File: src/rtl/down_counter_with_loading.sv
// Purpose: loadable down counter with IDLE/RUN/DONE FSM and registered terminal-count pulse.
// Latency: one cycle from load_i (or decrement) edge to count_o; tc_o is registered alongside count_o.
// Backpressure: none; load_i/en_i are sampled every rising edge and always accepted.
//
// Ports:
//   clk         single clock, all state updates on the rising edge
//   reset       synchronous active-high reset (priority over load_i and en_i)
//   load_i      load strobe; load_val_i goes to count_o (and reload register) next cycle
//   load_val_i  value to load
//   en_i        count enable, only honoured in RUN
//   count_o     registered current count
//   tc_o        registered one-cycle terminal-count pulse
//   busy_o      high while the FSM is in RUN
//   zero_o      combinational flag, count_o == 0
//
// Build option: define DOWN_COUNTER_AUTO_RELOAD_EN to make RUN reload from the
// captured load value instead of stopping at zero (periodic mode).
module down_counter_with_loading #(
  parameter int WIDTH = 4
) (
  input  logic             clk,
  input  logic             reset,
  input  logic             load_i,
  input  logic [WIDTH-1:0] load_val_i,
  input  logic             en_i,
  output logic [WIDTH-1:0] count_o,
  output logic             tc_o,
  output logic             busy_o,
  output logic             zero_o
);

  typedef enum logic [1:0] {
    IDLE = 2'd0,
    RUN  = 2'd1,
    DONE = 2'd2
  } state_t;

  state_t           state_q, state_d;
  logic [WIDTH-1:0] count_q, count_d;
  logic             tc_q, tc_d;
`ifdef DOWN_COUNTER_AUTO_RELOAD_EN
  logic [WIDTH-1:0] reload_q, reload_d;
`endif

  always_ff @(posedge clk) begin
    if (reset) begin
      state_q  <= IDLE;
      count_q  <= '0;
      tc_q     <= 1'b0;
`ifdef DOWN_COUNTER_AUTO_RELOAD_EN
      reload_q <= '0;
`endif
    end else begin
      state_q  <= state_d;
      count_q  <= count_d;
      tc_q     <= tc_d;
`ifdef DOWN_COUNTER_AUTO_RELOAD_EN
      reload_q <= reload_d;
`endif
    end
  end

  always_comb begin
    state_d  = state_q;
    count_d  = count_q;
    tc_d     = 1'b0;
`ifdef DOWN_COUNTER_AUTO_RELOAD_EN
    reload_d = reload_q;
`endif

    if (load_i) begin
      // Load beats enable/decrement in every state, and suppresses any tc
      // that would have fired on this edge.
      count_d = load_val_i;
`ifdef DOWN_COUNTER_AUTO_RELOAD_EN
      reload_d = load_val_i;
`endif
      state_d = (load_val_i != '0) ? RUN : DONE;
    end else begin
      unique case (state_q)
        IDLE: begin
          count_d = '0;
        end
        RUN: begin
          if (count_q == '0) begin
            // Unreachable through loads; recover to a consistent state.
            state_d = DONE;
          end else if (en_i) begin
            if (count_q == WIDTH'(1)) begin
              tc_d = 1'b1;
`ifdef DOWN_COUNTER_AUTO_RELOAD_EN
              // Skip zero: jump straight back to the reload value so the
              // period equals the loaded value in enabled cycles.
              count_d = reload_q;
              state_d = RUN;
`else
              count_d = '0;
              state_d = DONE;
`endif
            end else begin
              count_d = count_q - WIDTH'(1);
            end
          end
        end
        DONE: begin
          count_d = '0;
        end
        default: begin
          state_d = IDLE;
          count_d = '0;
        end
      endcase
    end
  end

  assign count_o = count_q;
  assign tc_o    = tc_q;
  assign busy_o  = (state_q == RUN);
  assign zero_o  = (count_q == '0);

endmodule
File: config.mk
export PLATFORM = sky130hd
export DESIGN_NAME = down_counter_with_loading
export DESIGN_NICKNAME = d
export VERILOG_FILES = /design/src/rtl/down_counter_with_loading.sv
export SDC_FILE = /design/constraint.sdc
export NUM_CORES = 1
export LEC_CHECK = 0
export ABC_AREA = 1
export CORE_AREA = 8 8 45 47
export CTS_BUF_LIST = sky130_fd_sc_hd__clkbuf_4
export DETAILED_ROUTE_END_ITERATION = 10
export DIE_AREA = 0 0 53 55
export PLACE_DENSITY = 0.7
export SYNTH_ARGS = -nofsm -noshare
export SYNTH_HDL_FRONTEND = slang
export SYNTH_SLANG_ARGS = --single-unit
File: constraint.sdc
create_clock -name clk -period 2.2 [get_ports clk]
set_input_delay 0.33 -clock clk [delete_from_list [all_inputs] [get_ports clk]]
set_output_delay 0.33 -clock clk [all_outputs]
set_load 0.05 [all_outputs]
==> results.toml <==
[status]
status = "finished clean"

[die]
fp.coreArea_sq_um = 1380
initial_core_util = 0.339
die_h_um = 55
die_w_um = 53
num_rows = 14
dieArea_sq_um = 2920
io_pins = 15

[worst_setup_path]
endpoint_kind = "primary output"
path_class = "flip-flop to primary output"
required_ns = 1.87
crit_arrival_ns = 1.57
critPathLaunchType = "flip-flop"
path_max_fanout = 2
ff2ff_setup_slack_ns = 0.83

[cts]
cts_setup_buffers = 0
clkSinkCount = 7
cts_tree = "done"
htreeDepth = 1
cts_root_buffer = "clkbuf_4"
ctsResizeCount = 0
path_clk_slew_ns = 0.06
cts_hold_buffers = 0
clockBufferDepth = 2
cts_buffers = 3
worstSkewPairLatency_ns = 0.27

[timing]
max_freq_ghz = 0.525
relSlewSlack = 0.666
period_minus_slack_ns = 1.90
finalHoldViolCount = 0
tightest_slew_ns = 0.499
finalSetupViolCount = 0
clock_skew_ns = 0.00332
hold_slack_ns = 0.482
drv_slew = 0
rsz0062_at_grt = "false"
setup-tns-final_ns = 0
timing.final.crit_share = 0.865

[grt]
grt_use_total = 0.0830
first_global_vias = 442
grt.overflow.total = 0
grt_max_degree = 9
grt_pass1_wl_um = 1720
antenna_found_initial = 0

[synthesis]
synth.distinct_cells = 19
syn_nets = 80
synth.avg_cell_area_sq_um = 6.70
ys_ff_latch = 7
synthTopCellsByArea = "dfxtp_1 30%, nand2_1 11%, nor2_1 8.8%"
yosysWarnings = 0
synth_top_area_frac = 0.299
seq_area_frac_synth = 0.299
syn_inst = 70
synth_top_area_cell = "dfxtp_1"
netlist_area_sq_um = 469

[power_and_ir_drop]
power_density_nw_per_um2 = 668
irDropWorstVdd_v = 0.000257
total_leakage_power_nw = 0.294

[route]
viasPerCell = 4.60
routed_wirelength_um = 1160
ant_nets = 0
drt-pass1-iter-count = 2
vias = 474
drt-initial-drc-count = 13
wl_per_cell_um = 11.3
drc_errors = 0

[place]
portBuffers = 14
place_congestion = 0.801
placed_cell_area_sq_um = 616
dp.final_hpwl_um = 922

[run]
cap_violations = 0

[worst_hold_path]
min_path_type = "flip-flop to flip-flop"

[final_layout]
area_delta_synth_final_pct = 37.6
fill_cells = 141
design_area_sq_um = 646
fin_nets = 98
multi_input_area_sq_um = 275
antennaDiodeCount = 0
drive_above_1_share = 0.161
post-route-util = 0.467
seqCellArea_sq_um = 140
final_common_cell = "nand2_1"
final_cell_mix = "14 x nand2_1, 13 x clkdlybuf4s50_1, 11 x nor2_1"
## flip-flops by register name, indices dropped and copies added, names as in the netlist
register	count
count_o	4
state_q	2
tc_o	1
## layer usage
metal	global-route usage	wire length, um	up-vias
li1	-	-	252
met1	0.0880	558	205
met2	0.125	486	14
met3	0.0321	84	3
met4	0.0776	30	0
met5	0	0	-
## kinds of logic (layout without fill, tap and decap cells)
family                     after synthesis  count (layout)  share of synthesized area
DFF                                      7               7                      0.299
AOI/OAI and AO/OA                        9               9                      0.112
buffers and inverters                   12              29                      0.115
adders and majority gates                2               2                     0.0533
and+or+nand+nor                         39              39                      0.403
xor gates and xnor gates                 1               1                     0.0187
## area by class of cell
class,instances,share of cell area
Multi-Input combinational cell,51,0.426
Sequential cell,7,0.217
Timing Repair Buffer,14,0.213
Inverter,11,0.0659
Clock buffer,4,0.0465
Tap cell,16,0.0310
## synth_stat cells
master / count
nand2_1: 14
nor2_1: 11
inv_1: 10
dfxtp_1: 7
nand3_1: 6
o21ai_1: 4
a21oi_1: 2
ha_1: 2
nand2_2: 2
nand2_4: 2
o21ai_2: 2
buf_6: 1
clkinv_2: 1
nand4_1: 1
nor2_2: 1
nor2_4: 1
nor4_1: 1
o21ai_0: 1
xnor2_1: 1
## where the power goes
| group | internal [mW] | switching, mW | total [mW] |
|---|---|---|---|
| logic | 0.0537 | 0.0929 | 0.147 |
| clock network | 0.0823 | 0.0592 | 0.142 |
| registers | 0.135 | 0.00842 | 0.143 |
| total | 0.271 | 0.161 | 0.431 |
## path summary, 6_finish.rpt
path,start,to,cells past startpoint
worst min-delay path,state_q[1],state_q[1],2
worst min register to register,state_q[1],state_q[1],2
worst max-delay path,state_q[1],busy_o,4
worst max register to register,count_o[0],count_o[0],8
## worst max-delay path: stages (launching register included)
cell	delay [ns]
dfxtp_1	0.30
inv_1	0.05
nand2_1	0.08
inv_1	0.08
clkdlybuf4s50_1	0.79
## per-stage QoR
step | power, mW | instances | setup slack (ns)
2_1_floorplan | 0.247 | 70 | 0.478
3_5_place_dp | 0.293 | 99 | 0.573
3_3_place_gp | 0.290 | 99 | 0.587
6_report | 0.431 | 103 | 0.297
4_1_cts | 0.433 | 103 | 0.290
5_1_grt | 0.449 | 103 | 0.250
(Power assumes the default switching activity.)
